`src/rtl/alu_arbiter.sv`:
```
// Round-robin arbiter sharing one 32-bit ALU between two requesters, one op in flight.
// Optional ALU_ARB_OPCHECK_EN: reject unknown op codes with an error response instead of issuing them.
module alu_arbiter #(
  parameter int DATA_W = 32,
  parameter int OP_W   = 4
) (
  input  logic              Clk,
  input  logic              Rst_n,
  // requester 0
  input  logic              Req0Valid,
  output logic              Req0Ready,
  input  logic [OP_W-1:0]   Req0Op,
  input  logic [DATA_W-1:0] Req0A,
  input  logic [DATA_W-1:0] Req0B,
  output logic              Resp0Valid,
  input  logic              Resp0Ready,
  output logic [DATA_W-1:0] Resp0Result,
  output logic              Resp0Zero,
  output logic              Resp0Err,
  // requester 1
  input  logic              Req1Valid,
  output logic              Req1Ready,
  input  logic [OP_W-1:0]   Req1Op,
  input  logic [DATA_W-1:0] Req1A,
  input  logic [DATA_W-1:0] Req1B,
  output logic              Resp1Valid,
  input  logic              Resp1Ready,
  output logic [DATA_W-1:0] Resp1Result,
  output logic              Resp1Zero,
  output logic              Resp1Err,
  // shared ALU
  output logic [OP_W-1:0]   AluControl,
  output logic [DATA_W-1:0] AluA,
  output logic [DATA_W-1:0] AluB,
  input  logic [DATA_W-1:0] AluResult,
  input  logic              AluZero
);

  localparam logic [OP_W-1:0] OP_AND = OP_W'(4'b0000);
  localparam logic [OP_W-1:0] OP_OR  = OP_W'(4'b0001);
  localparam logic [OP_W-1:0] OP_ADD = OP_W'(4'b0010);
  localparam logic [OP_W-1:0] OP_SUB = OP_W'(4'b0110);
  localparam logic [OP_W-1:0] OP_SLT = OP_W'(4'b0111);

  typedef enum logic [1:0] {
    S_IDLE,
    S_EXEC,
    S_RESP
  } state_t;

  state_t            state_q, state_d;
  logic              rr_q;        // preferred requester when both are valid
  logic              owner_q;     // requester whose op is in flight
  logic              grant0, grant1;
  logic              accept, win, op_bad, resp_fire;
  logic [OP_W-1:0]   sel_op;
  logic [DATA_W-1:0] sel_a, sel_b;
  logic [1:0]        valid_q;
  logic [1:0]        zero_q;
  logic [DATA_W-1:0] result_q [2];

  // Grant is purely combinational; the pointer only breaks ties.
  assign grant0 = Req0Valid & (~Req1Valid | ~rr_q);
  assign grant1 = Req1Valid & (~Req0Valid |  rr_q);

  assign Req0Ready = (state_q == S_IDLE) & grant0;
  assign Req1Ready = (state_q == S_IDLE) & grant1;

  assign accept = (Req0Valid & Req0Ready) | (Req1Valid & Req1Ready);
  assign win    = Req1Ready;

  assign sel_op = win ? Req1Op : Req0Op;
  assign sel_a  = win ? Req1A  : Req0A;
  assign sel_b  = win ? Req1B  : Req0B;

`ifdef ALU_ARB_OPCHECK_EN
  assign op_bad = !(sel_op inside {OP_AND, OP_OR, OP_ADD, OP_SUB, OP_SLT});
`else
  assign op_bad = 1'b0;
`endif

  assign resp_fire = valid_q[owner_q] & (owner_q ? Resp1Ready : Resp0Ready);

  // NOTE: every output of a combinational block gets a default first so no path can infer a latch.
  always_comb begin
    state_d = state_q;
    unique case (state_q)
      S_IDLE: if (accept) state_d = op_bad ? S_RESP : S_EXEC;
      S_EXEC: state_d = S_RESP;
      S_RESP: if (resp_fire) state_d = S_IDLE;
      default: state_d = S_IDLE;
    endcase
  end

  // NOTE: sequential state is written with non-blocking assignments only, so every register sees pre-edge values.
  always_ff @(posedge Clk or negedge Rst_n) begin
    if (!Rst_n) begin
      state_q <= S_IDLE;
    end else begin
      state_q <= state_d;
    end
  end

  always_ff @(posedge Clk or negedge Rst_n) begin
    if (!Rst_n) begin
      rr_q       <= 1'b0;
      owner_q    <= 1'b0;
      AluControl <= OP_ADD;
      AluA       <= '0;
      AluB       <= '0;
    end else if (state_q == S_IDLE && accept) begin
      owner_q <= win;
      rr_q    <= ~win;
      // A rejected op leaves the ALU inputs untouched.
      if (!op_bad) begin
        AluControl <= sel_op;
        AluA       <= sel_a;
        AluB       <= sel_b;
      end
    end
  end

  // NOTE: the two-entry result array is reset like any other register because its contents are visible on the ports.
  always_ff @(posedge Clk or negedge Rst_n) begin
    if (!Rst_n) begin
      valid_q     <= '0;
      zero_q      <= '0;
      result_q[0] <= '0;
      result_q[1] <= '0;
    end else begin
      unique case (state_q)
        S_IDLE: begin
          if (accept && op_bad) begin
            valid_q[win]  <= 1'b1;
            zero_q[win]   <= 1'b0;
            result_q[win] <= '0;
          end
        end
        S_EXEC: begin
          valid_q[owner_q]  <= 1'b1;
          zero_q[owner_q]   <= AluZero;
          result_q[owner_q] <= AluResult;
        end
        S_RESP: begin
          if (resp_fire) valid_q[owner_q] <= 1'b0;
        end
        default: ;
      endcase
    end
  end

`ifdef ALU_ARB_OPCHECK_EN
  logic [1:0] err_q;

  always_ff @(posedge Clk or negedge Rst_n) begin
    if (!Rst_n) begin
      err_q <= '0;
    end else if (state_q == S_IDLE && accept && op_bad) begin
      err_q[win] <= 1'b1;
    end else if (state_q == S_EXEC) begin
      err_q[owner_q] <= 1'b0;
    end
  end

  assign Resp0Err = err_q[0];
  assign Resp1Err = err_q[1];
`else
  assign Resp0Err = 1'b0;
  assign Resp1Err = 1'b0;
`endif

  assign Resp0Valid  = valid_q[0];
  assign Resp0Zero   = zero_q[0];
  assign Resp0Result = result_q[0];
  assign Resp1Valid  = valid_q[1];
  assign Resp1Zero   = zero_q[1];
  assign Resp1Result = result_q[1];

  // Structural invariants of a single-issue arbiter.
  a_one_ready : assert property (@(posedge Clk) disable iff (!Rst_n) !(Req0Ready && Req1Ready));
  a_one_resp  : assert property (@(posedge Clk) disable iff (!Rst_n) !(Resp0Valid && Resp1Valid));

endmodule
```
`config.mk`:
```
export PLATFORM = sky130hd
export DESIGN_NAME = alu_arbiter
export DESIGN_NICKNAME = d
export VERILOG_FILES = /design/src/rtl/alu_arbiter.sv
export SDC_FILE = /design/constraint.sdc
export NUM_CORES = 1
export LEC_CHECK = 0
export CORE_ASPECT_RATIO = 1.1
export CORE_MARGIN = 3
export CORE_UTILIZATION = 40
export CTS_CLUSTER_DIAMETER = 50
export CTS_CLUSTER_SIZE = 12
export DETAILED_ROUTE_END_ITERATION = 8
export PLACE_DENSITY = 0.82
export SETUP_SLACK_MARGIN = 0.4
export SYNTH_ARGS = -nofsm -noshare
export SYNTH_HDL_FRONTEND = slang
export SYNTH_SLANG_ARGS = --single-unit
```
`constraint.sdc`:
```
create_clock -name Clk -period 2.4 [get_ports Clk]
set_clock_uncertainty 0.1 [all_clocks]
set_input_delay 0.48 -clock Clk [delete_from_list [all_inputs] [get_ports Clk]]
set_output_delay 0.48 -clock Clk [all_outputs]
set_load 0.1 [all_outputs]
```
==> impl_metrics.yaml, run 1 <==
yosys:
  synthMostInstantiatedCell: "sky130_fd_sc_hd__dfrtp_1"
  yosys.area.top_type_share: 0.601
  synth-edff-count: 0
  postSynthAreaPerCell_um2: 14.1
  synth_cells: 411
  synth_seq_area_share: 0.605
  synth.top_cells.by_area: "sky130_fd_sc_hd__dfrtp_1 (60%), sky130_fd_sc_hd__mux2_2 (13%), sky130_fd_sc_hd__a221o_1 (12%), sky130_fd_sc_hd__and3_1 (7.3%), sky130_fd_sc_hd__buf_6 (1.8%)"
  postSynth.asyncResetShare: 1.00
  synth_common_cells: "sky130_fd_sc_hd__dfrtp_1 (139), sky130_fd_sc_hd__a221o_1 (68), sky130_fd_sc_hd__and3_1 (68)"
  library_cell_occupying_the_most_area_in_the_post_synthesis_netlist: "sky130_fd_sc_hd__dfrtp_1"
  synth_seq_cells: 140
  synth.yosys.warnings: 0
  synthDistinctLibCells: 26
  netlist_area_um2: 5790
  synthFlopType: "sky130_fd_sc_hd__dfrtp_1"
power:
  irDropWorstVdd_uv: 438
  powerDensity_nw_per_um2: 666
  leakagePower_nw: 4.62
floorplanning:
  starting_density_of_the_core: 0.415
  placement_rows: 45
  boundaryPins: 315
  die-area_um2: 16000
  core_area_um2: 14000
  die-height_um: 132
  die_x_um: 121
drt:
  viasPerCell: 5.24
  detailedRoute.firstPassIterationCount: 5
  via_count: 4831
  drc_errors: 0
  antenna_violating_nets_left: 0
  wirelength_um: 17900
  post_drt_wl_per_cell_um: 19.4
  drtIter0Drc: 262
clocking:
  cts.clk_slew.worst_paths_ns: 0.06
  cts.root.buffer_cell: "sky130_fd_sc_hd__clkbuf_16"
  cts_num_sinks: 140
  cts-htree-levels: 4
  clock_buffers_created_by_tritoncts: 17
  max-clock-path-buffers: 2
  cts_tree: "done"
  clkLatencyLatePin_ns: 0.40
worst_hold_path:
  min-delay-path-class: "reg -> reg"
  holdPathStages: 1
  worstHoldStart: "zero_q[0]$_DFFE_PN0P_"
  whs_endpoint: "zero_q[0]$_DFFE_PN0P_"
layout:
  area.sequential_um2: 3510
  stdcell_area_um2: 9360
  layout.core_utilization: 0.670
  final_nets: 895
  final.fill_count: 1037
  area_of_the_multi_input_gates_um2: 2040
  drive_gt1_frac: 0.360
  areaGrowthSynthToFinish_pct: 61.7
global_route:
  global_route.usage.total: 0.222
  grt_start_max_net_pins: 70
  grt_remaining_overflow: 0
  via_count_of_the_first_global_routing_pass: 5142
  grt_pass1_wl_um: 27600
  grt_antenna_before_repair: 2
timing:
  worst-slew-pin-transition_ns: 0.557
  timing.max_slew.rel_slack: 0.629
  maxSlewViolCount: 0
  whs_ns: 0.405
  grt_setup_unrepaired: "true"
  hold_violations: 0
  timing.setup.tns_ns: 0
  setup-violations-final: 0
  finalCritPeriodShare: 0.844
  maxClockFrequency_ghz: 0.494
  final_period_minus_worst_setup_slack_ns: 2.02
worst_setup_path:
  timing.critical_path.required_ns: 1.82
  timing.critical_path.slowest_stage_cell: "sky130_fd_sc_hd__dfrtp_2"
  setup.reg_to_reg.worst_slack_ns: 0.66
  ff2ff_path_depth: 5
  rr_endpoint: "Resp0Result[1]$_DFFE_PN0P_"
  timing.critical_path.arrival_ns: 1.44
  r2r-start: "state_q[1]$_DFFE_PN0P_"
  cp_max_fo: 3
  end_kind: "output pin"
  worst-setup-path-type: "reg -> out"
  critical_path.cell_chain: "nor3b_4 -> nand2_2 -> clkinvlp_4 -> buf_12"
  cp_slowest_stage_delay_ns: 0.45
  timing.critical_path.from_type: "flip-flop"
placed_design:
  place.detailed.hpwl_um: 13200
  dpl-instance-area_um2: 8750
  gpl_wtd_cong: 0.797
  port_buffers: 312
status:
  status: "complete, no violations"
flow_run:
  drv.max_cap_violation_count: 0
state kept, by name (all words and copies together), names as in the netlist, named ones only:
register / cells
AluControl: 4
AluA: 32
zero_q: 2
state_q: 2
owner_q: 1
AluB: 32
Resp0Result: 32
Resp1Result: 32
rr_q: 1
through the flow:
| step | power [W] | worst slack [ns] | std cells |
|---|---|---|---|
| after detailed placement | 0.00383 | 0.0702 | 883 |
| after floorplan | 0.00329 | 0.408 | 412 |
| after global routing | 0.00646 | 0.314 | 921 |
| after CTS | 0.00629 | 0.331 | 920 |
| final | 0.00623 | 0.375 | 922 |
| after global placement | 0.00381 | 0.115 | 883 |
worst max-delay path: cells and delay by family, from the launching register on:
kind	cells	cell delay [ns]
DFF	1	0.45
and+or+nand+nor	2	0.34
buffers and inverters	2	0.25
what timing repair did:
action                                  CTS  global route
endpoints found under the setup margin    2             2
gates resized for setup                   4             1
pin swaps                                 1             0
buffers inserted                          4             1
hold buffers                              1             0
gates cloned                              0             0
endpoints found under the hold margin    30             0
worst max-delay path by stage:
| stage | start | endpoint | slack, ns | cells after the start |
|---|---|---|---|---|
| 2_1_floorplan | state_q[0]$_DFFE_PN0P_ | Req0Ready | 0.41 | 5 |
| 3_3_place_gp | Req0Valid | Req0Ready | 0.12 | 5 |
| 3_5_place_dp | Req0Valid | Req0Ready | 0.07 | 5 |
| 4_1_cts | state_q[0]$_DFFE_PN0P_ | Req0Ready | 0.33 | 4 |
| 5_1_grt | state_q[0]$_DFFE_PN0P_ | Req0Ready | 0.31 | 4 |
| 6_report | state_q[0]$_DFFE_PN0P_ | Req0Ready | 0.38 | 4 |
power by group:
| part | internal [W] | switching (W) | leakage (nW) | total, W |
|---|---|---|---|---|
| registers | 0.00245 | 0.0000559 | 1.79 | 0.00250 |
| logic | 0.000432 | 0.000845 | 2.56 | 0.00128 |
| clock network | 0.00136 | 0.00110 | 0.259 | 0.00245 |
layout by cell type, fill, tap and decap left out, types with 2 or more instances in the layout:
cell type,instances
sky130_fd_sc_hd__and3_1,68
sky130_fd_sc_hd__clkdlybuf4s50_1,171
sky130_fd_sc_hd__dfrtp_1,137
sky130_fd_sc_hd__nor2_1,4
sky130_fd_sc_hd__inv_6,5
sky130_fd_sc_hd__dlygate4sd2_1,2
sky130_fd_sc_hd__conb_1,2
sky130_fd_sc_hd__nand3b_1,2
sky130_fd_sc_hd__dfrtp_2,2
sky130_fd_sc_hd__buf_12,8
sky130_fd_sc_hd__clkinvlp_4,6
sky130_fd_sc_hd__inv_8,3
sky130_fd_sc_hd__a21oi_1,3
sky130_fd_sc_hd__nand2_1,2
sky130_fd_sc_hd__buf_4,146
sky130_fd_sc_hd__inv_1,2
sky130_fd_sc_hd__mux2_2,66
sky130_fd_sc_hd__clkbuf_16,17
sky130_fd_sc_hd__nand2b_1,2
sky130_fd_sc_hd__nand3_1,2
sky130_fd_sc_hd__a221o_1,68
layer usage:
metal / global-route usage / part of all wire / up-vias
li1: - / - / 2193
met3: 0.0815 / 0.090 / 34
met4: 0.0743 / 0.022 / 4
met2: 0.367 / 0.49 / 255
met1: 0.269 / 0.39 / 2345
met5: 0 / 0.0017 / -
layout make-up:
class,instances,share of cell area
well taps,188,0.0251
repair buffers,329,0.321
diodes,1,0.000267
clock buffers,17,0.0455
inverters,3,0.00160
clock inverters,15,0.0138
multi-input cells,229,0.218
flip-flops and latches,140,0.375
kinds of logic after synthesis:
kind of cell,count (synthesis),synth area share
flip-flops,140,0.605
AND/OR/NAND/NOR,87,0.0960
AO/OA/AOI/OAI,74,0.125
multiplexers,66,0.128
buffers and inverters,43,0.0447
other,1,0.000648
No activity file was read; power rests on OpenSTA's default activity.
==> run 2: changes to the inputs <==
- CORE_UTILIZATION: 40 -> 35
- PLACE_DENSITY: 0.82 -> 0.76
- clock period: 2.4 -> 1.84 ns (I/O delays scaled with it)
==> impl_metrics.yaml, run 2 (synthesis gave the netlist of run 1 again) <==
drt:
  viasPerCell: 5.54
  drtIter0Drc: 341
  drc_errors: 0
  detailedRoute.firstPassIterationCount: 5
  via_count: 5881
  post_drt_wl_per_cell_um: 27.6
  wirelength_um: 29400
  antenna_violating_nets_left: 0
clocking:
  cts_num_sinks: 140
  clock_buffers_created_by_tritoncts: 17
  cts.root.buffer_cell: "sky130_fd_sc_hd__clkbuf_16"
  cts.clk_slew.worst_paths_ns: 0.07
  cts-htree-levels: 4
  max-clock-path-buffers: 2
  clkLatencyLatePin_ns: 0.41
  cts_tree: "done"
worst_setup_path:
  critical-path-top-cell-by-count: "sky130_fd_sc_hd__buf_12"
  timing.critical_path.arrival_ns: 2.14
  cp_max_fo: 8
  timing.critical_path.from_type: "flip-flop"
  timing.critical_path.slowest_stage_cell: "sky130_fd_sc_hd__dfrtp_2"
  cp_slowest_stage_delay_ns: 0.46
  timing.critical_path.required_ns: 2.02
  critical_path.cell_chain: "nor3b_4 -> buf_4 -> buf_6 -> buf_12 -> buf_8 -> buf_12 -> buf_16 -> and3_4 -> a221o_1"
  worst-setup-path-type: "reg -> reg"
  end_kind: "flip-flop"
global_route:
  grt_antenna_before_repair: 1
  grt_pass1_wl_um: 40600
  via_count_of_the_first_global_routing_pass: 6412
  global_route.usage.total: 0.301
  grt_remaining_overflow: 0
  grt_start_max_net_pins: 45
layout:
  layout.cells.most_common_list: "sky130_fd_sc_hd__clkdlybuf4s50_1 (172), sky130_fd_sc_hd__buf_12 (160), sky130_fd_sc_hd__dfrtp_1 (128), sky130_fd_sc_hd__buf_4 (80), sky130_fd_sc_hd__a221o_1 (68)"
  antennaDiodeCount: 0
  leading_cell_type_in_the_layout_fill_and_taps_excluded: "sky130_fd_sc_hd__clkdlybuf4s50_1"
  areaGrowthSynthToFinish_pct: 130
  layout.core_utilization: 0.833
  final_nets: 1024
  drive_gt1_frac: 0.542
  stdcell_count: 1062
floorplanning:
  core_area_um2: 16000
  boundaryPins: 315
  die-height_um: 141
  starting_density_of_the_core: 0.362
  die_x_um: 129
  placement_rows: 48
  die-area_um2: 18100
placed_design:
  place.detailed.hpwl_um: 15700
  gpl_wtd_cong: 0.832
  dp.cells: 904
  port_buffers: 312
status:
  status: "finished, violations left"
  failed_checks: "negative setup slack"
timing:
  grt_setup_unrepaired: "true"
  maxSlewViolCount: 0
  maxClockFrequency_ghz: 0.511
  hold_violations: 0
  timing.setup.tns_ns: -3.11
  setup_ws_ns: -0.116
  setup-violations-final: 69
  finalCritPeriodShare: 1.06
  final_period_minus_worst_setup_slack_ns: 1.96
power:
  leakagePower_nw: 5.94
  irDropWorstVdd_uv: 581
  powerDensity_nw_per_um2: 676
flow_run:
  drv.max_cap_violation_count: 0
worst_hold_path:
  min-delay-path-class: "in -> async"
-- run 2: changes by cell type in the layout (fill, tap and decap cells not counted), moves of 26 or more --
cell,delta
sky130_fd_sc_hd__buf_12,+152
sky130_fd_sc_hd__and3_1,-62
sky130_fd_sc_hd__buf_16,+26
sky130_fd_sc_hd__and3_4,+62
sky130_fd_sc_hd__buf_4,-66
-- run 2: final timing paths --
kind,from,endpoint,slack (ns),depth (start not counted)
max,state_q[1]$_DFFE_PN0P_,AluA[0]$_DFFE_PN0P_,-0.12,9
min,Rst_n,Resp0Result[10]$_DFFE_PN0P_,0.37,2
max reg2reg,state_q[1]$_DFFE_PN0P_,AluA[0]$_DFFE_PN0P_,-0.12,9
min reg2reg,Resp1Result[27]$_DFFE_PN0P_,Resp1Result[27]$_DFFE_PN0P_,0.47,1
max in group asynchronous,Rst_n,AluControl[1]$_DFFE_PN1P_,0.67,3
min in group Clk,Resp1Result[27]$_DFFE_PN0P_,Resp1Result[27]$_DFFE_PN0P_,0.47,1
-- run 2: worst max-delay path: cells and delay by family (launching register included) --
family,cells,cell delay [ns]
buf+inv,6,0.77
simple gates,2,0.21
compound gates,1,0.28
flops,1,0.46
-- run 2: routing by layer --
layer	global-route usage	vias up	part of all wire
li1	-	2469	-
met1	0.333	3003	0.36
met2	0.530	344	0.52
met3	0.0989	63	0.083
met4	0.125	2	0.036
met5	0	-	0.00044
-- run 2: power by group --
| part | switching (W) | total [W] | internal [W] |
|---|---|---|---|
| clock | 0.00146 | 0.00355 | 0.00208 |
| sequential | 0.000141 | 0.00333 | 0.00319 |
| combinational | 0.00119 | 0.00212 | 0.000932 |
| total | 0.00279 | 0.00900 | 0.00621 |
-- run 2: final cells by class --
class	instances	area, um^2
clock buffer	20	457
clock inverter	12	136
fill	723	2670
inverter	3	15.0
multi-input combinational	229	2380
sequential	140	3520
tap	200	250
timing repair buffer	458	6550
-- run 2: what timing repair did --
action | 4_1_cts | 5_1_grt
setup buffers | 65 | 32
pin swaps | 41 | 16
gates resized for setup | 98 | 29
endpoints found under the hold margin | 37 | 0
hold buffers | 1 | 0
setup endpoints to repair | 274 | 274
gates cloned | 28 | 0
-- run 2: stage by stage --
step                area (um^2)  hold WS, ns  total power (W)  setup WS (ns)
detailed placement        10600        0.228          0.00538         -0.174
CTS                       12900        0.370          0.00887        -0.0911
global placement          10600        0.214          0.00535         -0.137
floorplan                  5860      -0.0276          0.00429         0.0109
finish                    13300        0.366          0.00900         -0.116
global route              13300        0.389          0.00921         -0.136
==> run 3: changes to the inputs <==
- HOLD_SLACK_MARGIN: unset -> 0.08
- RECOVER_POWER: unset -> 50
==> impl_metrics.yaml, run 3 (synthesis gave the netlist of run 1 again) <==
clocking:
  cts_num_sinks: 140
  max-clock-path-buffers: 2
  cts_tree: "done"
  clock_buffers_created_by_tritoncts: 17
  cts.clk_slew.worst_paths_ns: 0.07
  clkLatencyLatePin_ns: 0.41
  cts.root.buffer_cell: "sky130_fd_sc_hd__clkbuf_16"
  cts-htree-levels: 4
status:
  failed_checks: "negative setup slack"
  status: "finished, violations left"
timing:
  setup_ws_ns: -0.118
  maxSlewViolCount: 0
  final_period_minus_worst_setup_slack_ns: 1.96
  maxClockFrequency_ghz: 0.511
  hold_violations: 0
  grt_setup_unrepaired: "true"
  setup-violations-final: 70
  timing.max_slew.rel_slack: 0.193
  finalCritPeriodShare: 1.06
  whs_ns: 0.403
  worst-slew-pin-transition_ns: 1.21
global_route:
  gr-usage-met1: 0.333
  grt_pass1_wl_um: 40600
  met3_usage: 0.0989
  globalRoute.busiestLayer: "met2"
  global_route.usage.total: 0.301
  grt_remaining_overflow: 0
  grt_start_max_net_pins: 45
  grt_antenna_before_repair: 1
  use_met2: 0.530
  via_count_of_the_first_global_routing_pass: 6412
flow_run:
  drv.max_cap_violation_count: 0
worst_setup_path:
  timing.critical_path.required_ns: 2.02
  cp_max_fo: 8
  end_kind: "flip-flop"
  timing.critical_path.slowest_stage_cell: "sky130_fd_sc_hd__dfrtp_2"
  timing.critical_path.arrival_ns: 2.14
  worst-setup-path-type: "reg -> reg"
  critical-path-top-cell-by-count: "sky130_fd_sc_hd__buf_12"
  crit_buf_inv: 6
  cp_slowest_stage_delay_ns: 0.46
  ff2ff_path_depth: 9
  timing.critical_path.depth: 9
  timing.critical_path.from_type: "flip-flop"
  critical_path.cell_chain: "nor3b_4 -> buf_4 -> buf_6 -> buf_12 -> buf_8 -> buf_12 -> buf_16 -> and3_4 -> a221o_1"
  path_delay_family: "buffers and inverters"
floorplanning:
  die_x_um: 129
  core_area_um2: 16000
  die-height_um: 141
  die-area_um2: 18100
  starting_density_of_the_core: 0.362
  placement_rows: 48
  boundaryPins: 315
placed_design:
  gpl_wtd_cong: 0.832
  place.detailed.hpwl_um: 15700
  place_ws_ns: -0.174
  port_buffers: 312
layout:
  area.sequential_um2: 3520
  final.fill_count: 761
  layout.core_utilization: 0.814
  final_nets: 1024
  leading_cell_type_in_the_layout_fill_and_taps_excluded: "sky130_fd_sc_hd__clkdlybuf4s50_1"
  areaGrowthSynthToFinish_pct: 125
  layout.cells.most_common_list: "sky130_fd_sc_hd__clkdlybuf4s50_1 (172), sky130_fd_sc_hd__buf_12 (141), sky130_fd_sc_hd__dfrtp_1 (128), sky130_fd_sc_hd__buf_4 (79), sky130_fd_sc_hd__a221o_1 (68)"
  area_of_the_multi_input_gates_um2: 2380
  drive_gt1_frac: 0.541
  antennaDiodeCount: 0
power:
  irDropWorstVdd_uv: 581
  powerDensity_nw_per_um2: 687
  leakagePower_nw: 5.85
  power.total_w: 0.00894
drt:
  post_drt_wl_per_cell_um: 27.7
  drc_errors: 0
  detailedRoute.firstPassIterationCount: 5
  drtIter0Drc: 365
  viasPerCell: 5.59
  wirelength_um: 29400
  via_count: 5934
  antenna_violating_nets_left: 0
worst_hold_path:
  holdPathStages: 1
  min-delay-path-class: "reg -> reg"
## run 3: cell types whose count changed in the layout (fill, tap and decap cells not counted)
cell / change
sky130_fd_sc_hd__buf_12: -19
sky130_fd_sc_hd__clkbuf_1: +1
sky130_fd_sc_hd__buf_4: -1
sky130_fd_sc_hd__clkbuf_2: +10
sky130_fd_sc_hd__buf_6: -1
sky130_fd_sc_hd__buf_2: +10
## run 3: path summary, 6_finish.rpt
check	startpoint	slack (ns)	to
max in group asynchronous	Rst_n	0.14	AluControl[1]$_DFFE_PN1P_
max reg2reg	state_q[1]$_DFFE_PN0P_	-0.12	AluA[0]$_DFFE_PN0P_
min in group asynchronous	Rst_n	0.66	Resp0Result[10]$_DFFE_PN0P_
max	state_q[1]$_DFFE_PN0P_	-0.12	AluA[0]$_DFFE_PN0P_
min	Resp1Result[27]$_DFFE_PN0P_	0.40	Resp1Result[27]$_DFFE_PN0P_
min reg2reg	Resp1Result[27]$_DFFE_PN0P_	0.40	Resp1Result[27]$_DFFE_PN0P_
## run 3: what timing repair did
| action | 4_1_cts | 5_1_grt |
|---|---|---|
| gates cloned | 28 | 0 |
| hold buffers | 1 | 0 |
| hold endpoints to repair | 37 | 0 |
| setup buffers | 65 | 32 |
| pin swaps | 41 | 16 |
| endpoints found under the setup margin | 274 | 274 |
| resized for setup | 98 | 29 |
## run 3: metal layers
metal  vias up  routed length, um
met4         2                982
met5         -                 13
met2       389              15400
met1      3008              10400
li1       2474                  -
met3        61               2540
## run 3: report_power, final
part           internal, W  switching (W)  total, W
combinational     0.000882        0.00119   0.00207
sequential         0.00319       0.000132   0.00332
clock              0.00208        0.00146   0.00354
## run 3: cell type report
| cell class | count | share of cell area |
|---|---|---|
| Inverter | 3 | 0.00115 |
| Multi-Input combinational cell | 229 | 0.183 |
| Tap cell | 200 | 0.0192 |
| Timing Repair Buffer | 458 | 0.480 |
| Clock buffer | 20 | 0.0351 |
| Clock inverter | 12 | 0.0105 |
| Sequential cell | 140 | 0.270 |
## run 3: metrics by stage
| stage | setup TNS, ns | instance area (um^2) | instances |
|---|---|---|---|
| 3_5_place_dp | -9.31 | 10600 | 904 |
| 2_1_floorplan | 0 | 5860 | 412 |
| 4_1_cts | -0.270 | 12900 | 1030 |
| 5_1_grt | -6.28 | 13000 | 1062 |
| 6_report | -3.06 | 13000 | 1062 |
| 3_3_place_gp | -5.37 | 10600 | 904 |
